<file path="src/rtl/aoi_mon_pkg.sv">
// Shared types and default configuration for the aoi2 output monitor.
package aoi_mon_pkg;

   // Default configuration; the monitor's parameters default to these.
   localparam int AOI_SYNC_STAGES   = 2;
   localparam int AOI_STABLE_CYCLES = 4;
   localparam int AOI_CNT_W         = 16;
   localparam int AOI_FIFO_DEPTH    = 4;

   // One logged level change: the new filtered level and when it happened.
   // "time" is a keyword, hence "stamp".
   typedef struct packed {
      logic                 level;
      logic [AOI_CNT_W-1:0] stamp;
   } aoi_evt_t;

   localparam int AOI_EVT_W = $bits(aoi_evt_t);

endpackage

</file>
<file path="src/rtl/aoi_evt_fifo.sv">
// Small synchronous event FIFO. Pointers carry one extra wrap bit so that
// full and empty are told apart without a separate counter. Besides the
// usual flags it exposes the head that will be current after this edge,
// so the owner can register its outputs without an extra cycle of latency
// on pops.
module aoi_evt_fifo
   import aoi_mon_pkg::*;
#(
   parameter int DW    = AOI_EVT_W,
   parameter int DEPTH = AOI_FIFO_DEPTH
) (
   input  logic          clk,
   input  logic          rst,
   input  logic          push,
   input  logic [DW-1:0] push_data,
   input  logic          pop,
   output logic          full,
   output logic          empty,
   output logic          nxt_avail,
   output logic [DW-1:0] nxt_data
);

   localparam int AW = $clog2(DEPTH);

   logic [AW:0]   wr_ptr_q, wr_ptr_d;
   logic [AW:0]   rd_ptr_q, rd_ptr_d;
   logic [DW-1:0] mem_q [DEPTH];
   logic [DW-1:0] mem_d [DEPTH];
   logic          do_push_s;
   logic          do_pop_s;
   logic [AW:0]   count_s;
   logic [AW:0]   left_s;

   // Occupancy flags and the accepted push/pop for this edge.
   always_comb begin
      empty     = (wr_ptr_q == rd_ptr_q);
      full      = (wr_ptr_q[AW] != rd_ptr_q[AW]) &&
                  (wr_ptr_q[AW-1:0] == rd_ptr_q[AW-1:0]);
      do_pop_s  = pop && !empty;
      // A pop in the same cycle frees the slot a full FIFO needs.
      do_push_s = push && (!full || do_pop_s);
      count_s   = wr_ptr_q - rd_ptr_q;
      // Pushes are left out on purpose: a new entry shows one edge later.
      left_s    = count_s - {{AW{1'b0}}, do_pop_s};
      nxt_avail = (left_s != {(AW+1){1'b0}});
   end

   // Next pointer values, storage update and the post-edge head entry.
   always_comb begin
      wr_ptr_d = wr_ptr_q;
      rd_ptr_d = rd_ptr_q;
      mem_d    = mem_q;
      if (do_push_s) begin
         mem_d[wr_ptr_q[AW-1:0]] = push_data;
         wr_ptr_d                = wr_ptr_q + {{AW{1'b0}}, 1'b1};
      end else begin
         wr_ptr_d = wr_ptr_q;
      end
      if (do_pop_s) begin
         rd_ptr_d = rd_ptr_q + {{AW{1'b0}}, 1'b1};
      end else begin
         rd_ptr_d = rd_ptr_q;
      end
      nxt_data = mem_q[rd_ptr_d[AW-1:0]];
   end

   // Pointer and storage registers; reset discards every entry.
   always_ff @(posedge clk or posedge rst) begin
      if (rst) begin
         wr_ptr_q <= {(AW+1){1'b0}};
         rd_ptr_q <= {(AW+1){1'b0}};
         for (int i = 0; i < DEPTH; i++) begin
            mem_q[i] <= {DW{1'b0}};
         end
      end else begin
         wr_ptr_q <= wr_ptr_d;
         rd_ptr_q <= rd_ptr_d;
         mem_q    <= mem_d;
      end
   end

endmodule

</file>
<file path="src/rtl/aoi_out_monitor.sv">
// Observes the aoi2 output g: synchronises it, debounces it into g_filt,
// timestamps every filtered level change and queues the changes as event
// records that a consumer drains over a valid/ready handshake.
module aoi_out_monitor
   import aoi_mon_pkg::*;
#(
   parameter int SYNC_STAGES   = AOI_SYNC_STAGES,
   parameter int STABLE_CYCLES = AOI_STABLE_CYCLES,
   parameter int CNT_W         = AOI_CNT_W,
   parameter int FIFO_DEPTH    = AOI_FIFO_DEPTH
) (
   input  logic             clk,
   input  logic             rst,
   input  logic             en,
   input  logic             g_in,
   output logic             g_filt,
   output logic             evt_valid,
   input  logic             evt_ready,
   output logic             evt_level,
   output logic [CNT_W-1:0] evt_time,
   output logic             overflow,
   input  logic             ovf_clr
);

   // Same layout as aoi_evt_t, sized by this instance's timestamp width.
   typedef struct packed {
      logic             level;
      logic [CNT_W-1:0] stamp;
   } evt_t;

   localparam int         EVT_W       = $bits(evt_t);
   localparam logic [7:0] STABLE_LAST = 8'(STABLE_CYCLES - 1);
   localparam evt_t       EVT_ZERO    = '{level: 1'b0, stamp: {CNT_W{1'b0}}};

   logic [SYNC_STAGES-1:0] sync_q, sync_d;
   logic                   s_s;
   logic [7:0]             stab_q, stab_d;
   logic                   g_filt_q, g_filt_d;
   logic [CNT_W-1:0]       ts_q, ts_d;
   logic                   ovf_q, ovf_d;
   logic                   evt_valid_q, evt_valid_d;
   evt_t                   evt_q, evt_d;
   logic                   push_s;
   logic                   pop_s;
   logic                   drop_s;
   logic                   full_s;
   logic                   empty_s;
   logic                   nxt_avail_s;
   evt_t                   push_evt_s;
   evt_t                   nxt_evt_s;
   logic [EVT_W-1:0]       nxt_data_s;

   // Synchroniser chain; runs every cycle regardless of en.
   always_comb begin
      sync_d = {sync_q[SYNC_STAGES-2:0], g_in};
      s_s    = sync_q[SYNC_STAGES-1];
   end

   // Debounce: g_filt follows s only after STABLE_CYCLES disagreeing samples.
   always_comb begin
      stab_d   = stab_q;
      g_filt_d = g_filt_q;
      push_s   = 1'b0;
      if (!en) begin
         stab_d = 8'd0;
      end else if (s_s == g_filt_q) begin
         stab_d = 8'd0;
      end else if (stab_q == STABLE_LAST) begin
         g_filt_d = s_s;
         stab_d   = 8'd0;
         push_s   = 1'b1;
      end else begin
         stab_d = stab_q + 8'd1;
      end
   end

   // Free-running timestamp, frozen while disabled, wraps naturally.
   always_comb begin
      if (en) begin
         ts_d = ts_q + CNT_W'(1);
      end else begin
         ts_d = ts_q;
      end
   end

   // Event record, handshake and sticky overflow (a new drop beats a clear).
   always_comb begin
      push_evt_s.level = s_s;
      push_evt_s.stamp = ts_q;
      pop_s            = evt_valid_q && evt_ready && !empty_s;
      drop_s           = push_s && full_s && !pop_s;
      if (drop_s) begin
         ovf_d = 1'b1;
      end else if (ovf_clr) begin
         ovf_d = 1'b0;
      end else begin
         ovf_d = ovf_q;
      end
   end

   // Registered head view; the payload only moves when a new head exists.
   always_comb begin
      nxt_evt_s   = nxt_data_s;
      evt_valid_d = nxt_avail_s;
      if (nxt_avail_s) begin
         evt_d = nxt_evt_s;
      end else begin
         evt_d = evt_q;
      end
   end

   aoi_evt_fifo #(
      .DW    (EVT_W),
      .DEPTH (FIFO_DEPTH)
   ) u_fifo (
      .clk       (clk),
      .rst       (rst),
      .push      (push_s),
      .push_data (push_evt_s),
      .pop       (pop_s),
      .full      (full_s),
      .empty     (empty_s),
      .nxt_avail (nxt_avail_s),
      .nxt_data  (nxt_data_s)
   );

   // State registers; reset returns every output to zero immediately.
   always_ff @(posedge clk or posedge rst) begin
      if (rst) begin
         sync_q      <= {SYNC_STAGES{1'b0}};
         stab_q      <= 8'd0;
         g_filt_q    <= 1'b0;
         ts_q        <= {CNT_W{1'b0}};
         ovf_q       <= 1'b0;
         evt_valid_q <= 1'b0;
         evt_q       <= EVT_ZERO;
      end else begin
         sync_q      <= sync_d;
         stab_q      <= stab_d;
         g_filt_q    <= g_filt_d;
         ts_q        <= ts_d;
         ovf_q       <= ovf_d;
         evt_valid_q <= evt_valid_d;
         evt_q       <= evt_d;
      end
   end

   assign g_filt    = g_filt_q;
   assign evt_valid = evt_valid_q;
   assign evt_level = evt_q.level;
   assign evt_time  = evt_q.stamp;
   assign overflow  = ovf_q;

endmodule

</file>
<file path="config.mk">
export PLATFORM = sky130hd
export DESIGN_NAME = aoi_out_monitor
export DESIGN_NICKNAME = d
export VERILOG_FILES = /design/src/rtl/aoi_mon_pkg.sv /design/src/rtl/aoi_evt_fifo.sv /design/src/rtl/aoi_out_monitor.sv
export SDC_FILE = /design/constraint.sdc
export NUM_CORES = 1
export LEC_CHECK = 0
export ABC_AREA = 1
export CORE_MARGIN = 10
export CORE_UTILIZATION = 40
export DETAILED_ROUTE_END_ITERATION = 12
export GPL_TIMING_DRIVEN = 0
export PLACE_DENSITY_LB_ADDON = 0.2
export SYNTH_ARGS = -nofsm -noshare
export SYNTH_HDL_FRONTEND = slang
export SYNTH_SLANG_ARGS = --single-unit
</file>
<file path="constraint.sdc">
create_clock -name clk -period 8.8 [get_ports clk]
set_input_delay 1.76 -clock clk [delete_from_list [all_inputs] [get_ports clk]]
set_output_delay 1.76 -clock clk [all_outputs]
set_load 0.02 [all_outputs]
</file>
== After elaboration in Yosys (flattened, before gate mapping) ==
Cells that the tools add are included.

* Input bits: 6
* Bits in registers: 120
* Logic and storage cells: 62
* Output and inout bits: 20

* Bitwise operators: 3
* Add/subtract/negate cells: 6
* Reduce and logical (&&, ||, !) cells: 15
* Mux-type cells: 15
* Magnitude comparators: 3
* Equality and inequality tests: 5

{| class="wikitable"
|+ Operators by type and width
! cell !! count
|-
| $bwmux 68 || 1
|-
| $mux 17 || 3
|-
| $bmux 17 s2 || 1
|-
| $demux 17 s2 || 1
|-
| $mux 8 || 3
|-
| $add 16x1->16 const B || 1
|-
| $add 8x1->8 const B || 1
|-
| $eq 8x2->1 const B || 1
|-
| $logic_and 1x1->1 || 8
|-
| $add 3x1->3 const B || 2
|-
| $ge 3x3->1 const B || 2
|-
| $not 2->3 || 2
|-
| $mux 1 || 5
|-
| $eq 3x3->1 || 1
|-
| $logic_not 1->1 || 3
|-
| $lt 3x1->1 const B || 1
|-
| $reduce_and 3->1 || 1
|-
| $reduce_bool 3->1 || 1
|-
| $sub 3x1->3 || 1
|-
| $sub 3x3->3 || 1
|-
| $eq 2x2->1 || 1
|-
| $mux 2 || 1
|-
| $reduce_bool 2->1 || 1
|-
| $eq 1x1->1 || 1
|-
| other kinds (3) || 3
|}

== Longest topological paths before layout ==
* Depth in word-level cells: 9
* Gate-level depth with buffers: 16
* Depth with buffers taken out: 15

== By module ==
From an unflattened synthesis, not the netlist that was laid out.

* Cell total of the unflattened synthesis: 643
* Area total of the unflattened synthesis: 6192.2 µm²

{| class="wikitable"
|+ By module, submodules not included
! module !! cells an instance !! seq. area each (µm²) !! area an instance (µm²) !! times used
|-
| aoi_evt_fifo || 462 || 1851.8 || 4174.0 || 1
|-
| aoi_out_monitor || 181 || 1151.1 || 2018.2 || 1
|}

== Least setup slack after synthesis ==
No wires, ideal clock.

* Path kind: input-to-reg
* Start point: input evt_ready
* End point: register evt_q (netlist bit evt_level)
* Arrival time: 4184 ps
* Stages on the path: 14
* Setup time: 65 ps
* Data required time: 8735 ps
* Slack: 4552 ps
* Buffers on the path: 1
* Cells stage by stage: nand2_1 -> inv_1 -> nand2_2 -> fa_1 -> inv_1 -> ha_1 -> or2_2 -> fa_1 -> xnor2_1 -> nand2_2 -> inv_2 -> buf_2 -> nand2_1 -> nand2_1

* Longest elaborated chain between the ends: 8
* Elaborated cells on any way between the ends: 10
* Classes of those cells: 1 x add/sub; 4 x mux; 1 x bitwise; 4 x reduce/logical

{| class="wikitable"
|+ Ends and longest elaborated chain
! item !! RTL line !! RTL
|-
| from (decl) || aoi_out_monitor.sv:18 || <nowiki>input logic evt_ready,</nowiki>
|-
| $logic_and 1x1->1 * (2 in series) || aoi_out_monitor.sv:90 || <nowiki>pop_s = evt_valid_q && evt_ready && !empty_s;</nowiki>
|-
| $logic_and 1x1->1 * || aoi_evt_fifo.sv:39 || <nowiki>do_pop_s = pop && !empty;</nowiki>
|-
| $mux 2 || aoi_evt_fifo.sv:59 || <nowiki>if (do_pop_s) begin</nowiki>
|-
| $not 2->3 (implied by the code) || aoi_evt_fifo.sv:64 || <nowiki>nxt_data = mem_q[rd_ptr_d[AW-1:0]];</nowiki>
|-
| $bmux 17 s2 || aoi_evt_fifo.sv:64 ||
|-
| $mux 17 (implied by the code) (2 in series) || aoi_evt_fifo.sv:64 ||
|-
| to (signal assigned) || aoi_out_monitor.sv:144 || <nowiki>evt_q <= evt_d;</nowiki>
|-
| to (decl) || aoi_out_monitor.sv:42 || <nowiki>evt_t evt_q, evt_d;</nowiki>
|}

Every way passes the cells marked *; elsewhere a longest branch is shown, timed or not. The select of a mux whose other input is x is not followed.
A chain may end at the register's enable or synchronous reset.

== Final worst setup path ==
* Start point: input evt_ready
* End point: register evt_q (netlist bit evt_time[1])

The elaborated chain is that of the path after synthesis.

==> flow_results.org <==
** Synth
- Share of the synthesized area in the top cell type :: 52.4%
- Combinational family with the most area after synthesis :: simple AND/OR/NAND/NOR gates
- After synthesis, the mean cell area works out to 9.98 sq um.
- The synthesized netlist devotes about a fifth of its cell area to simple gates.
- Main synth FF type :: dfrtp_1
- Measured against the total synthesized area, the mux share comes to roughly 6%.
- Summing the areas of all fa, ha and maj instances in the mapped netlist gives 2.88% of the synthesized area.
- The Yosys step of the flow raised 0 warnings.
- Synthesis inferred 120 register bits.
- Cell types occupying the most area after synthesis :: dfrtp_1 52%, nand2_1 8.7%, mux2i_1 5.9%, o21ai_2 5.4%, nand3_1 5.3%
- In this run, distinct cell masters in the synthesized netlist total 30.
- In this run the cell area of the synthesized design comes to approximately 5700 sq um.
- Yosys mapped a number of flops with a built-in enable equal to 0.
- Summing the areas of all xor and xnor instances in the mapped netlist gives 3.04% of the synthesized area.
- Summing the sequential cell areas from Yosys gives 52.4% of the chip area.
- Summing the areas of all compound-gate instances in the mapped netlist gives 9.33% of the synthesized area.
- The number of nets in the synthesized netlist is approximately 590.
- In the synthesized netlist, the number of instances is 574.
- Library cell with the largest summed area after synthesis :: dfrtp_1
- In the synthesized netlist the async set-or-reset flop fraction comes to 100%.

** Detailed routing
- Avg Vias per Cell :: 4.95
- Detail Route Antenna Nets :: 0
- Summed over all layers, the routed wires come to 12400 microns.
- After the first detailed-routing iteration, the DRC count stood at about 220.
- Wire per inst :: 15.2 microns
- Via count of the routed design :: 4016
- Detailed-router iteration count before antenna repair :: 5
- In the routed design, unresolved DRC markers number 0.

** Timing
- TNS Setup :: 0 ns
- Worst clock skew :: 0.00778 ns
- Final critical-path setup slack :: 4.20 ns
- Headroom to the max-slew limit came out at 71.2%.
- Max frequency :: about 220 MHz
- The number of max-slew violations in the final report came to 0.
- In the finished design, the share of the clock period the worst path needs comes to 52.3%.
- For the finished layout, the period the worst path requires is 4.60 ns.
- The number of hold violations in the final report came to 0.
- Setup violations remaining at the end of the flow were counted as 0.
- At the pin with the least slew margin, the transition time is 0.432 ns.
- Setup repair after global routing missed its margin :: no

** Critical path
- Largest stage delay on the critical path :: slightly below 0.6 ns
- Setup slack, reg-to-reg :: 5.29 ns
- Critical path's most frequent cell :: nand2_1
- Cell with the largest stage delay on the worst path :: fa_1
- STA puts the critical path data required time at 9.14 ns.
- Nature of the critical path startpoint :: primary input
- Along the worst path, the maximum fanout reaches 10.
- Crit end category :: flip-flop
- Counting cells, the worst reg-to-reg path comes to 16.
- The signal on the critical path passes through clkdlybuf4s50_1 -> nand2_1 -> inv_1 -> nand2_2 -> fa_1 -> inv_1 -> ha_1 -> or2_2 -> fa_1 -> xnor2_1 -> nand2_2 -> inv_2 -> buf_2 -> nand2_1 -> nand2_1.
- The setup path with the least slack is of type in -> reg.
- Arr. time, crit path :: around 5 ns

** Clock tree
- Maximum clock insertion buffer count :: 2
- TritonCTS built the clock tree.
- Buffers inserted during clock tree synthesis total 17.
- The H-tree was split into 4 levels.
- After clock tree synthesis, the repair step resized 0 gates.
- After clock tree synthesis, the clock-pin slew on the worst setup and hold paths is 0.05 ns.
- The number of hold buffers added after CTS was 0.
- For the worst-skew pair, the clock arrives at the later sink with an insertion delay of between 0.4 and 0.5 ns.
- Counting every sink on the clock net gives 120.
- The cell sitting at the root of the clock tree is a clkbuf_16.
- Number of setup buffers added after CTS :: 0

** Finish
- The area growth from synthesis to layout is 19.0%.
- Finished Layout Cells :: 811
- Once layout is complete, the utilization of the core stands at about 50%.
- Proportion of layout cells with a drive suffix above 1 :: 18.7%
- The repair_antennas step left the layout with diodes totalling 0.
- For this run, the post-layout net count is 636.

** Floorplanning
- The die is between 100 and 150 microns tall.
- Core area :: 13900 sq um
- After floorplanning, the core was divided into 43 placement rows.
- Die area :: 19500 sq um
- Initial standard-cell utilization of the core :: 41.1%
- Pin placement for this block handled 26 I/O pins.
- In this run the horizontal extent of the chip is roughly 140 microns.

** Placed design
- In this run the tool buffered the top-level ports with 24 buffer cells.
- Counting tap cells, the placed design contains a total of just under 800 instances.
- Once detailed placement completed, the half-perimeter wirelength came to 8870 microns.
- Setup WS pre-CTS :: roughly 3.7 ns
- The congestion estimate from routability-driven global placement came to 0.777.

** Run status
- The run finished with clean final reports.

** Run
- Max-cap violations in this run came to 0.

** Power and ir drop
- IR analysis of the VDD net gives a maximum drop of between 0.1 and 0.15 mV.
- Power density over the cells :: 303 nW/um^2
- The analysis attributes to cell leakage a power of 0.00333 uW.
- Internal power comes to 1330 uW.
- Sw frac :: between 30% and 40%
- Registers are responsible for 32.6% of the overall power.
- The clock network accounts for 33.0% of the total power.
- Switching Power :: 737 uW
- The share of total power dissipated in combinational logic is between 30% and 40%.

** Global route
- Via count of the first global-routing pass :: approximately 4000
- Entering global routing, the biggest net connects 90 pins.
- Global-route congestion overflow total :: 0
- The number of antenna violations at the first check in global routing came to 0.
- The first global-routing pass estimated 20600 microns of wire.
- Global routing used 13.0% of the available tracks.

** Hold path
- The worst hold path belongs to the class reg -> reg.
- Hold-critical path depth :: 0
==> cells by family after synthesis <==
logic type	after synthesis
compound gates	80
xor+xnor	19
fa+ha+maj	12
buf+inv	64
flops	120
mux	34
simple gates	245
==> layout by cell type (no fill, tap or decap), drive strengths merged <==
cell           Yosys  final
nor3               5      5
mux2i             34     34
nor3b              1      1
o22ai              1      1
o21ai             73     73
clkinv             0      7
dfrtp            120    120
nand2            142    142
inv               41     41
nor2              24     24
ha                10     10
buf               23     24
clkinvlp           0      3
clkdlybuf4s50      0     24
a21oi              5      5
nand4              2      2
bufinv             0      3
xor2              17     17
a31oi              1      1
or2                2      2
xnor2              2      2
clkbuf             0     19
nand3             69     69
fa                 2      2
==> registers in the layout, indices dropped and copies added, names as in the netlist <==
register,cells
g_filt,1
evt_level,1
evt_time,16
u_fifo.rd_ptr_q,3
ts_q,16
evt_valid,1
stab_q,8
u_fifo.mem_q,68
overflow,1
sync_q,2
u_fifo.wr_ptr_q,3
==> critical path, delay by kind of cell <==
family | cells | cell delay [ns]
adder cells (fa/ha/maj) | 3 | 1.12
buffers and inverters | 5 | 1.07
AND/OR/NAND/NOR | 6 | 0.81
XOR/XNOR | 1 | 0.20
==> stage by stage <==
step                      total power, uW  hold slack [ns]  instance area [sq um]
after CTS                            2090            0.352                   6810
after floorplan                      1190            0.331                   5730
after global routing                 2200            0.373                   6810
final                                2070            0.349                   6810
after global placement               1380            0.335                   6190
after detailed placement             1400            0.336                   6220
==> final cells by class <==
cell class | instances | area (sq um)
Inverter | 41 | 159
Multi-Input combinational cell | 390 | 2370
Timing Repair Buffer | 25 | 268
Sequential cell | 120 | 3000
Clock inverter | 13 | 155
Clock buffer | 19 | 433
Fill cell | 1270 | 7120
Buffer | 23 | 201
Tap cell | 180 | 225
==> final timing paths <==
| check | startpoint | endpoint |
|---|---|---|
| worst max-delay path | evt_ready | evt_time[1] |
| worst min-delay path | sync_q[0] | sync_q[1] |
| worst max register to register | u_fifo.wr_ptr_q[1] | evt_time[1] |
| worst min register to register | sync_q[0] | sync_q[1] |
| max in group asynchronous | rst | u_fifo.mem_q[55] |
| min in group asynchronous | rst | stab_q[6] |
==> layer usage <==
metal	track usage (%)	vias to the layer above	wire, microns
met5	0	-	0
met4	4.84	0	48
met3	3.95	4	498
met2	19.9	64	5970
met1	17.0	1937	5850
li1	-	2011	-
==> power by group through the flow <==
stage,combinational (uW),sequential [uW],clock [uW]
finish,711,673,683
global route,791,682,725
CTS,720,674,699
detailed placement,716,683,0
global placement,696,679,0
floorplan,488,706,0
==> cells in the mapped netlist (2+ instances only) <==
cell       n
nand2_1  132
dfrtp_1  120
nand3_1   61
inv_1     39
o21ai_2   35
mux2i_1   34
o21ai_1   33
nor2_1    19
xor2_1    17
buf_6     13
ha_1      10
nand2_2   10
buf_2      8
a21oi_1    5
nand3_4    5
nor3_1     5
o21ai_0    5
nor2_2     4
nand3_2    3
buf_4      2
fa_1       2
inv_2      2
nand4_1    2
or2_2      2
(Power assumes the default switching activity.)
